==> config.mk <==
export PLATFORM = sky130hd
export DESIGN_NAME = div_shift_scaler_ctrl
export DESIGN_NICKNAME = d
export VERILOG_FILES = /design/src/rtl/div_shift_scaler_ctrl.sv
export SDC_FILE = /design/constraint.sdc
export NUM_CORES = 1
export LEC_CHECK = 0
export BUFFER_PORTS_ARGS = -buffer_cell sky130_fd_sc_hd__buf_2
export CAP_MARGIN = 20
export CORE_MARGIN = 3
export CORE_UTILIZATION = 30
export DETAILED_ROUTE_END_ITERATION = 8
export PLACE_DENSITY = 0.49
export SLEW_MARGIN = 10
export SYNTH_ARGS = -nofsm -noshare
export SYNTH_HDL_FRONTEND = slang
export SYNTH_SLANG_ARGS = --single-unit
==> constraint.sdc <==
create_clock -name clk -period 10.95 [get_ports clk]
set_input_delay 2.19 -clock clk [delete_from_list [all_inputs] [get_ports clk]]
set_output_delay 2.19 -clock clk [all_outputs]
set_load 0.005 [all_outputs]
==> src/rtl/div_shift_scaler_ctrl.sv <==
// Sequenced shift-add constant scaler for the adaptive-filter step-size path.
// One operand per transaction. The product is built as a signed sum/difference of
// up to NTERM arithmetic right-shifts of the operand, one term per clock, through a
// single shared shifter/adder. The result is saturated to DW bits.
module div_shift_scaler_ctrl #(
    parameter int DW    = 33,
    parameter int NTERM = 4,
    parameter int SW    = 5
) (
    input  logic          clk,
    input  logic          rstn,
    input  logic          cfg_we,
    input  logic [1:0]    cfg_idx,
    input  logic [SW-1:0] cfg_shift,
    input  logic          cfg_en,
    input  logic          cfg_sub,
    input  logic          in_valid,
    output logic          in_ready,
    input  logic [DW-1:0] in_data,
    output logic          out_valid,
    input  logic          out_ready,
    output logic [DW-1:0] out_data,
    output logic          out_sat,
    output logic          busy
);

    localparam int AW = DW + 3;
    localparam int CW = (NTERM > 1) ? $clog2(NTERM) : 1;
    localparam logic [CW-1:0]        LAST    = CW'(NTERM - 1);
    localparam logic signed [AW-1:0] SAT_MAX = {{(AW-DW+1){1'b0}}, {(DW-1){1'b1}}};
    localparam logic signed [AW-1:0] SAT_MIN = {{(AW-DW+1){1'b1}}, {(DW-1){1'b0}}};

    typedef enum logic [1:0] {IDLE, ACCUM, DONE} state_t;

    // Reset coefficient 0.40625 = 2^-2 + 2^-3 + 2^-5
    function automatic logic [SW-1:0] dflt_shift(input int unsigned i);
        logic [SW-1:0] s;
        s = '0;
        if (i == 0) s = SW'(2);
        if (i == 1) s = SW'(3);
        if (i == 2) s = SW'(5);
        return s;
    endfunction

    state_t state, state_nxt;
    logic   alive;
    logic   accept;

    logic [SW-1:0] cfg_shift_r [NTERM];
    logic          cfg_en_r    [NTERM];
    logic          cfg_sub_r   [NTERM];
    logic [SW-1:0] snap_shift  [NTERM];
    logic          snap_en     [NTERM];
    logic          snap_sub    [NTERM];

    logic signed [DW-1:0] operand;
    logic signed [DW-1:0] shifted;
    logic signed [AW-1:0] term;
    logic signed [AW-1:0] acc;
    logic signed [AW-1:0] acc_nxt;
    logic [CW-1:0]        cnt;
    logic [DW-1:0]        res_data;
    logic                 res_sat;

    // Term-configuration bank, writable in any state
    always_ff @(posedge clk) begin
        if (!rstn) begin
            for (int unsigned i = 0; i < NTERM; i++) begin
                cfg_shift_r[i] <= dflt_shift(i);
                cfg_en_r[i]    <= (i < 3);
                cfg_sub_r[i]   <= 1'b0;
            end
        end else if (cfg_we) begin
            cfg_shift_r[cfg_idx] <= cfg_shift;
            cfg_en_r[cfg_idx]    <= cfg_en;
            cfg_sub_r[cfg_idx]   <= cfg_sub;
        end
    end

    // State register
    always_ff @(posedge clk) begin
        if (!rstn) state <= IDLE;
        else       state <= state_nxt;
    end

    // Next-state and handshake outputs; alive keeps in_ready low while in reset
    always_comb begin
        state_nxt = state;
        in_ready  = 1'b0;
        out_valid = 1'b0;
        accept    = 1'b0;
        busy      = (state != IDLE);
        case (state)
            IDLE: begin
                in_ready = alive;
                if (in_valid && alive) begin
                    accept    = 1'b1;
                    state_nxt = ACCUM;
                end
            end
            ACCUM: begin
                if (cnt == LAST) state_nxt = DONE;
            end
            DONE: begin
                out_valid = 1'b1;
                if (out_ready) state_nxt = IDLE;
            end
            default: state_nxt = IDLE;
        endcase
    end

    // Shared shifter/adder for the current term, plus saturation of the running sum
    always_comb begin
        shifted  = operand >>> snap_shift[cnt];
        term     = {{(AW-DW){shifted[DW-1]}}, shifted};
        acc_nxt  = acc;
        if (snap_en[cnt]) acc_nxt = snap_sub[cnt] ? (acc - term) : (acc + term);
        res_sat  = 1'b0;
        res_data = acc_nxt[DW-1:0];
        if (acc_nxt > SAT_MAX) begin
            res_sat  = 1'b1;
            res_data = SAT_MAX[DW-1:0];
        end else if (acc_nxt < SAT_MIN) begin
            res_sat  = 1'b1;
            res_data = SAT_MIN[DW-1:0];
        end
    end

    // Operand capture, config snapshot, accumulation and result register
    always_ff @(posedge clk) begin
        if (!rstn) begin
            alive    <= 1'b0;
            operand  <= '0;
            acc      <= '0;
            cnt      <= '0;
            out_data <= '0;
            out_sat  <= 1'b0;
            for (int unsigned i = 0; i < NTERM; i++) begin
                snap_shift[i] <= '0;
                snap_en[i]    <= 1'b0;
                snap_sub[i]   <= 1'b0;
            end
        end else begin
            alive <= 1'b1;
            if (accept) begin
                operand    <= in_data;
                acc        <= '0;
                cnt        <= '0;
                snap_shift <= cfg_shift_r;
                snap_en    <= cfg_en_r;
                snap_sub   <= cfg_sub_r;
            end else if (state == ACCUM) begin
                acc <= acc_nxt;
                cnt <= cnt + 1'b1;
                if (cnt == LAST) begin
                    out_data <= res_data;
                    out_sat  <= res_sat;
                end
            end
        end
    end

endmodule
## After elaboration in Yosys (flattened, before gate mapping)

Index checks and enable logic that the tools add are counted.

| word-level totals | value |
|---|---|
| register bits after elaboration | 164 |
| bits of input ports | 47 |
| output and inout bits | 37 |
| word-level logic and storage cells | 88 |

| operators by class | value |
|---|---|
| $add $sub $neg | 3 |
| magnitude comparators | 5 |
| equal/unequal tests | 6 |
| shifts and indexed selects | 1 |
| muxes and demuxes | 31 |
| bitwise logic cells | 4 |
| reductions and logical operators | 7 |

Operator list:

| cell | number |
|---|---|
| $mux W36 | 2 |
| $mux W33 | 2 |
| $add A36 B33 Y36 | 1 |
| $gt A36 B33 Y1 const B | 1 |
| $lt A36 B33 Y1 const B | 1 |
| $sub A36 B33 Y36 | 1 |
| $sshr A33 B5 Y33 | 1 |
| $bwmux W20 | 1 |
| $mux W5 | 3 |
| $mux W1 | 12 |
| $bmux W5 S2 | 1 |
| $demux W5 S2 | 1 |
| $bwmux W4 | 2 |
| $ge A3 B3 Y1 const B | 2 |
| $mux W2 | 3 |
| $ne A2 B2 Y1 const B | 3 |
| $not A2 Y3 | 2 |
| $pmux W2 S3 | 1 |
| $reduce_and A3 Y1 | 2 |
| $bmux W1 S2 | 2 |
| $eq A2 B2 Y1 const B | 2 |
| $lt A3 B1 Y1 const B | 1 |
| $add A2 B1 Y2 const B | 1 |
| $demux W1 S2 | 1 |
| 6 further kinds | 8 |

## Logic depth before layout (Yosys ltp)

Gate-level depths: netlist of the first run.

| logic depth | value |
|---|---|
| word-level depth | 11 |
| depth in mapped cells | 33 |
| depth with buffers taken out | 27 |

## Worst setup path before layout of the first run

OpenSTA, ideal clock, no wires.

| path | value |
|---|---|
| path kind | reg-to-reg |
| from | register cnt[0] |
| to | register out_data[19] |
| library setup time | 0.070 ns |
| arrival | 6.577 ns |
| data required time | 10.880 ns |
| path slack | 4.303 ns |
| stages on the path, launching flop included | 30 |
| buffers on the path | 4 |
| clock period less this slack | 6.647 ns |
| cells stage by stage | dfxtp_1 -> buf_6 -> mux4_2 -> buf_6 -> buf_6 -> nor4_1 -> mux2i_1 -> a22oi_1 -> o21ai_0 -> or4bb_1 -> nand2b_1 -> nor4_1 -> nand2_1 -> nor2_1 -> a31oi_1 -> xor2_1 -> ha_1 -> a21o_1 -> a21o_1 -> a21oi_1 -> o221a_2 -> a41o_1 -> o31ai_1 -> a21oi_1 -> nor2b_1 -> mux2_2 -> o31a_1 -> buf_4 -> or2_1 -> a21oi_1 |

| on the way | value |
|---|---|
| word-level cells in the longest chain between the ends | 11 |
| elaborated cells between the ends (all ways) | 21 |
| those cells by class | add/sub (2); order compare (2); eq/ne (1); shift (1); mux (13); bitwise (1); reduce/logical (1) |

Ends and longest elaborated chain:

| item | RTL line | text |
|---|---|---|
| start, declared | 61 | `logic [CW-1:0] cnt;` |
| start signal, assigned | 154 | `cnt <= cnt + 1'b1;` |
| $not A2 Y3 (implied by the code) | 114, 117 |  |
| $bmux W5 S2 | 114 | `shifted = operand >>> snap_shift[cnt];` |
| $mux W5 (implied by the code) (2 in a row) | 114 |  |
| $sshr A33 B5 Y33 | 114 |  |
| $add A36 B33 Y36 / $sub A36 B33 Y36 (equally long branches) | 117 | `if (snap_en[cnt]) acc_nxt = snap_sub[cnt] ? (acc - term) : (acc + term);` |
| $mux W36 (2 in a row) | 117 |  |
| $lt A36 B33 Y1 | 123 | `end else if (acc_nxt < SAT_MIN) begin` |
| $mux W33 | 123 |  |
| $mux W33 | 120 | `if (acc_nxt > SAT_MAX) begin` |
| end signal, assigned | 156 | `out_data <= res_data;` |
| end, declared | 22 | `output logic [DW-1:0] out_data,` |

Parallel ways exist; a longest one is shown, timed or not. The select of a mux whose other input is x is not followed.
A chain may end at the register's enable or synchronous reset.

## Final worst setup path of the first run

| path | value |
|---|---|
| from | register cnt[1] |
| to | register out_data[0] |

Same word-level chain as after synthesis.

==> impl_metrics.toml, run 1 <==
[cts]
cts_max_path_buffers = 2
htree_levels = 4
clock-sinks = 164
cts_setup_buffers = 0
cts_tree = "done"
postCtsHoldBufs = 0
cts-resized-gates = 0
clockRootBuffer = "clkbuf_16"
numCtsBuffers = 17
cts.clk_slew.worst_paths_ns = 0.07
worstSkewPairLatency_ns = 0.45

[synthesis]
syn_area_per_cell_um2 = 7.821
synthDistinctLibCells = 77
yosysSeqAreaShare_pct = 28.87
synth_cells = 1454
synth-main-ff-cell = "dfxtp_1"
synth_edf_count = 0
syn_area_um2 = 11370
synth_fp_nets = 1539
async_flop_share_pct = 0
yosys_warnings = 0
ys_ff_latch = 164

[finish]
utilization_pct = 34.49
final_nets = 1561
drive_above_1_share_pct = 12.36
stdcell_count = 1993
area_growth_pct = 12.09
antennaDiodeCount = 0

[pwr]
ir_worst_vdd_v = 0.0001197
totalPowerFinal_mw = 1.858
p_leak_nw = 4.962
power_density_nw_per_um2 = 145.7

[grt]
grt_usage_pct = 16.70
grt_pass1_wl_um = 55100
first_global_vias = 9909
antenna_found_initial = 0
grt_overflow = 0
grt_max_degree = 125

[floorplanning]
rows = 70
die-area_um2 = 40280
start_util_pct = 30.77
die_y_um = 200.7
io_pins = 84
core-area_um2 = 36960
die_width_um = 200.7

[sta]
maxSlewHeadroom_pct = 30.15
fmax_mhz = 115.8
finalClockSkew_ns = 0.01053
period_needed_ns = 8.637
setup_tns_ns = 0
finalCritPeriodShare_pct = 78.87
hold_viol = 0
tightest_slew_ns = 1.048
rsz0062_at_grt = "no"
hold_ws_ns = 0.4591
setup_violations = 0
maxSlewViolCount = 0

[route]
wl_per_cell_um = 17.18
num_vias = 10400
wl_um = 34250
dr.pass1.iters = 5
via_per_inst = 5.219
drt_first_iter_violations = 620
drc = 0
ant_nets = 0

[flow_run]
maxCapViolations = 0

[worst_setup_path]
endpoint_kind = "register"
crit_arrival_ns = 9.02
cp-start-kind = "register"
critPathKind = "register to register"
crit_required_ns = 11.33
path_max_fanout = 49

[status]
status = "finished clean"

[place]
io_buffers = 83
hpwlAfterDp_um = 25390
dp.cells = 1961
gp_congestion = 0.9501

[min_path]
min_path_type = "register to register"
area by class of cell:
cell class / count / area [µm²]
tap: 504 / 630.6
clock inverter: 12 / 137.6
clock buffer: 20 / 466.7
timing repair buffer: 97 / 520.5
fill: 4043 / 24210
inverter: 16 / 60.06
multi-input combinational: 1180 / 7649
sequential: 164 / 3283
cell usage in the layout, fill, tap and decap left out, types with 8 or more instances in the layout:
master,n
nand2_1,282
dfxtp_1,164
a21oi_1,114
mux2i_1,95
nor2_1,91
buf_2,83
o21ai_0,77
a21boi_0,66
ha_1,37
xnor2_1,35
xor2_1,29
nor3_1,24
a211oi_1,24
nor2b_1,24
nand3_1,23
mux2_2,19
a22oi_1,17
clkbuf_16,17
inv_1,16
a21o_1,14
o21a_1,14
buf_4,14
nand2b_1,13
o22ai_1,12
mux4_2,11
and2_1,11
a31oi_1,11
or2_2,10
o211ai_1,10
o31ai_1,9
or2_0,8
critical path: stages (launching register included):
cell and delay (ns):
dfxtp_1 0.93, mux4_2 0.36, buf_4 0.54, mux2_2 0.42, mux2i_1 0.67, nor3_1 0.10
a2111oi_1 0.75, nand3_1 0.36, nor4_1 0.54, nand2_1 0.18, nor2_1 0.19, a31oi_1 0.12
xor2_1 0.20, ha_1 0.36, a21o_1 0.21, a21o_1 0.20, a21oi_1 0.24, o221a_2 0.22
a41o_1 0.10, o31ai_1 0.07, a21oi_1 0.36, nor2b_1 0.08, mux2_2 0.32, o31ai_4 0.66
o211ai_1 0.18, a21oi_1 0.17
kinds of logic after synthesis:
kind of cell	after synthesis	synth area share, %
buf+inv	110	4.104
mux	128	12.78
compound gates	431	25.03
fa+ha+maj	38	4.247
simple gates	519	20.04
xor+xnor	64	4.929
flops	164	28.87
report_power, final:
part / total [mW] / switching, mW / internal, mW
sequential: 0.634 / 0.0182 / 0.616
clock: 0.620 / 0.279 / 0.341
combinational: 0.604 / 0.369 / 0.235
path summary, 6_finish.rpt:
path                                startpoint       endpoint  slack [ns]  cells past startpoint
worst max-delay path                    cnt[1]    out_data[0]        2.31                     25
worst max register to register          cnt[1]    out_data[0]        2.31                     25
worst min-delay path            cfg_shift_r[5]  snap_shift[5]        0.46                      2
worst min register to register  cfg_shift_r[5]  snap_shift[5]        0.46                      2
stage by stage:
step / area [µm²] / setup WS (ns)
after floorplan: 11370 / 4.303
after global placement: 12140 / 2.439
after detailed placement: 12140 / 2.305
after CTS: 12750 / 2.259
after global routing: 12750 / 1.332
final: 12750 / 2.313
cell usage after synthesis, drive strengths merged (5+ instances only):
cell type / instances / share of area, %
o31ai: 11 / 0.97
o21ai: 79 / 3.5
clkbuf: 69 / 2.3
nand2b: 13 / 0.72
mux2i: 95 / 8.4
nand3: 23 / 1.0
buf: 25 / 1.3
o211ai: 10 / 0.66
o311ai: 5 / 0.39
a21boi: 67 / 4.4
inv: 16 / 0.53
a21oi: 114 / 5.0
o21a: 14 / 0.92
nor2: 91 / 3.0
a21o: 14 / 0.92
o21bai: 7 / 0.46
and2: 11 / 0.61
a211oi: 25 / 1.7
nor2b: 25 / 1.4
dfxtp: 164 / 29
a22oi: 17 / 1.1
o22ai: 12 / 0.66
xor2: 29 / 2.2
nor3: 25 / 1.1
mux2: 22 / 2.2
ha: 37 / 4.1
mux4: 11 / 2.2
or2: 25 / 1.4
a31oi: 11 / 0.61
nand2: 283 / 9.3
a221oi: 6 / 0.46
xnor2: 35 / 2.7
per-layer routing:
layer / vias up / track usage, % / share of wire (%)
met5: - / 0 / 0
met4: 0 / 5.220 / 1.8
met3: 35 / 2.578 / 4.5
met2: 264 / 26.70 / 45
met1: 4850 / 23.19 / 48
li1: 5252 / - / -
flip-flops by register name (all words and copies together) (netlist names), 2 cells and up:
signal,cells
cfg_sub_r,4
cfg_shift_r,20
snap_shift,20
snap_en,4
out_data,33
acc,36
operand,33
snap_sub,4
state,2
cfg_en_r,4
cnt,2
(Power assumes the default switching activity.)
==> run 2, diff against run 1 <==
==> constraint.sdc (replaced) <==
create_clock -name clk -period 8.07 [get_ports clk]
set_input_delay 1.614 -clock clk [delete_from_list [all_inputs] [get_ports clk]]
set_output_delay 1.614 -clock clk [all_outputs]
set_load 0.005 [all_outputs]
==> run 2 against run 1 <==
- worst setup slack worse by 1.5 ns
- non-clock buffer count is 25 higher
- clock skew is 0.0037 ns higher
- combinational power is 38% higher
- register-to-register slack worse by 1.5 ns
- critical path type unchanged
- sequential share of layout area is 0.41 points lower
- die area stayed put
- cell count is 1.2% higher
==> impl_metrics.toml, run 2 (synthesized netlist as in run 1, its figures left out) <==
[sta]
period_needed_ns = 7.288
hold_viol = 0
finalClockSkew_ns = 0.01425
rsz0062_at_grt = "no"
hold_ws_ns = 0.4599
finalCritPeriodShare_pct = 90.31
setup_tns_ns = 0
maxSlewViolCount = 0
setup_violations = 0
maxSlewHeadroom_pct = 40.63
tightest_slew_ns = 0.8905
fmax_mhz = 137.2
fin_ws_ns = 0.7817

[grt]
grt_max_degree = 104
antenna_found_initial = 0
grt_pass1_wl_um = 56500
first_global_vias = 10130
grt_overflow = 0
grt_usage_pct = 17.24

[finish]
reg_top3 = "acc x36, operand x33, out_data x33"
largest_reg_flops = 36
final_common_cell = "nand2_1"
drive_above_1_share_pct = 14.34
area_growth_pct = 13.97
finish.instance_area_um2 = 12960
antennaDiodeCount = 0
final_nets = 1586
mostFrequentLayoutCells = "nand2_1, dfxtp_1, a21oi_1, mux2i_1, nor2_1"
top_register = "acc"
stdcell_count = 2017
utilization_pct = 35.07

[pwr]
power_density_nw_per_um2 = 195.9
p_comb_share_pct = 32.8
swShare_pct = 35.55
clkPwrFrac_pct = 33.4
totalPowerFinal_mw = 2.539
sequentialPowerShare_pct = 33.8
ir_worst_vdd_v = 0.0001608
p_int_mw = 1.636
p_leak_nw = 5.085
power.switching_mw = 0.9024

[worst_setup_path]
reg2regPathDepth = 27
crit_arrival_ns = 7.67
endpoint_kind = "register"
cp-start-kind = "register"
critPathKind = "register to register"
critPathCapture = "out_data[31]"
crit_required_ns = 8.45
r2r_end = "out_data[31]"
path_max_fanout = 32
setup.worst_path.start = "cnt[0]"
rrSetupSlack_ns = 0.78
rr_startpoint = "cnt[0]"

[floorplanning]
start_util_pct = 30.77
die_width_um = 200.7
core-area_um2 = 36960
die_y_um = 200.7
die-area_um2 = 40280
rows = 70
io_pins = 84

[cts]
cts_max_path_buffers = 2
numCtsBuffers = 17
cts.clk_slew.worst_paths_ns = 0.07
clockRootBuffer = "clkbuf_16"
cts_tree = "done"
cts_setup_buffers = 0
clock-sinks = 164
worstSkewPairLatency_ns = 0.46
postCtsHoldBufs = 0
htree_levels = 4

[flow_run]
maxCapViolations = 0

[place]
gp_congestion = 0.9362
hpwlAfterDp_um = 26330
dp.cells = 1986
placed_area_um2 = 12330
io_buffers = 83
preCtsSetupSlack_ns = 0.3882

[route]
num_vias = 10490
wl_per_cell_um = 17.26
via_per_inst = 5.200
dr.pass1.iters = 5
drt_first_iter_violations = 558
drc = 0
ant_nets = 0
wl_um = 34810

[status]
status = "finished clean"

[min_path]
min_path_type = "register to register"
run 2: cell types whose count changed in the layout (fill, tap and decap cells not counted), moves of 2 or more:
cell	delta
buf_4	+25
mux2i_1	-2
clkbuf_8	-2
dfxtp_2	+2
dfxtp_1	-2
mux2i_2	+2
run 2: power by group through the flow:
stage	clock network, mW	logic [mW]	registers, mW
floorplan	0	0.629	0.867
global placement	0	0.825	0.876
detailed placement	0	0.824	0.877
CTS	0.870	0.827	0.858
global route	0.897	0.929	0.862
finish	0.848	0.833	0.858
run 2: layout make-up:
cell class              count  area, µm²
clock buffers              18      439.2
well taps                 504      630.6
multi-input cells        1180       7675
fillers                  4003      24000
flip-flops and latches    164       3286
repair buffers            122      708.2
clock inverters            13      162.7
inverters                  16      60.06
run 2: critical path, cell delays in order, from the launching register on:
cell and delay, ns:
dfxtp_2 0.44, mux4_2 0.55, buf_4 0.30, mux2i_1 0.37, mux2i_1 0.18, a22oi_1 0.23, o211ai_1 0.22, or4bb_1 0.61
nand2b_1 0.22, nor4_2 0.45, nand2_1 0.15, nor2_1 0.20, a31oi_1 0.13, xor2_1 0.20, ha_1 0.35, a21o_1 0.20
a21o_1 0.20, a21oi_1 0.25, o221a_2 0.23, a41o_1 0.11, o31ai_1 0.08, a21oi_2 0.25, nor3_1 0.07, mux2_2 0.32
nor3_1 0.38, a21boi_2 0.08, buf_4 0.26, a21oi_1 0.17
run 2: what timing repair did:
| action | 4_1_cts | 5_1_grt |
|---|---|---|
| gates resized for setup | 0 | 8 |
| hold endpoints to repair | 0 | 0 |
| setup endpoints to repair | 0 | 34 |
run 2: worst min path at each step:
stage / from / endpoint / cells after the start
2_1_floorplan: snap_en[1] / snap_en[1] / 2
3_3_place_gp: cfg_shift_r[18] / snap_shift[18] / 2
3_5_place_dp: cfg_en_r[2] / cfg_en_r[2] / 2
4_1_cts: cfg_shift_r[5] / snap_shift[5] / 2
5_1_grt: snap_shift[16] / snap_shift[16] / 2
6_report: cfg_shift_r[5] / snap_shift[5] / 2
run 2: metal layers:
| layer | up-vias | global-route usage, % | share of wire, % |
|---|---|---|---|
| met3 | 36 | 2.449 | 4.2 |
| met4 | 0 | 5.044 | 1.7 |
| li1 | 5283 | - | - |
| met5 | - | 0 | 0 |
| met2 | 241 | 27.47 | 45 |
| met1 | 4928 | 24.27 | 49 |
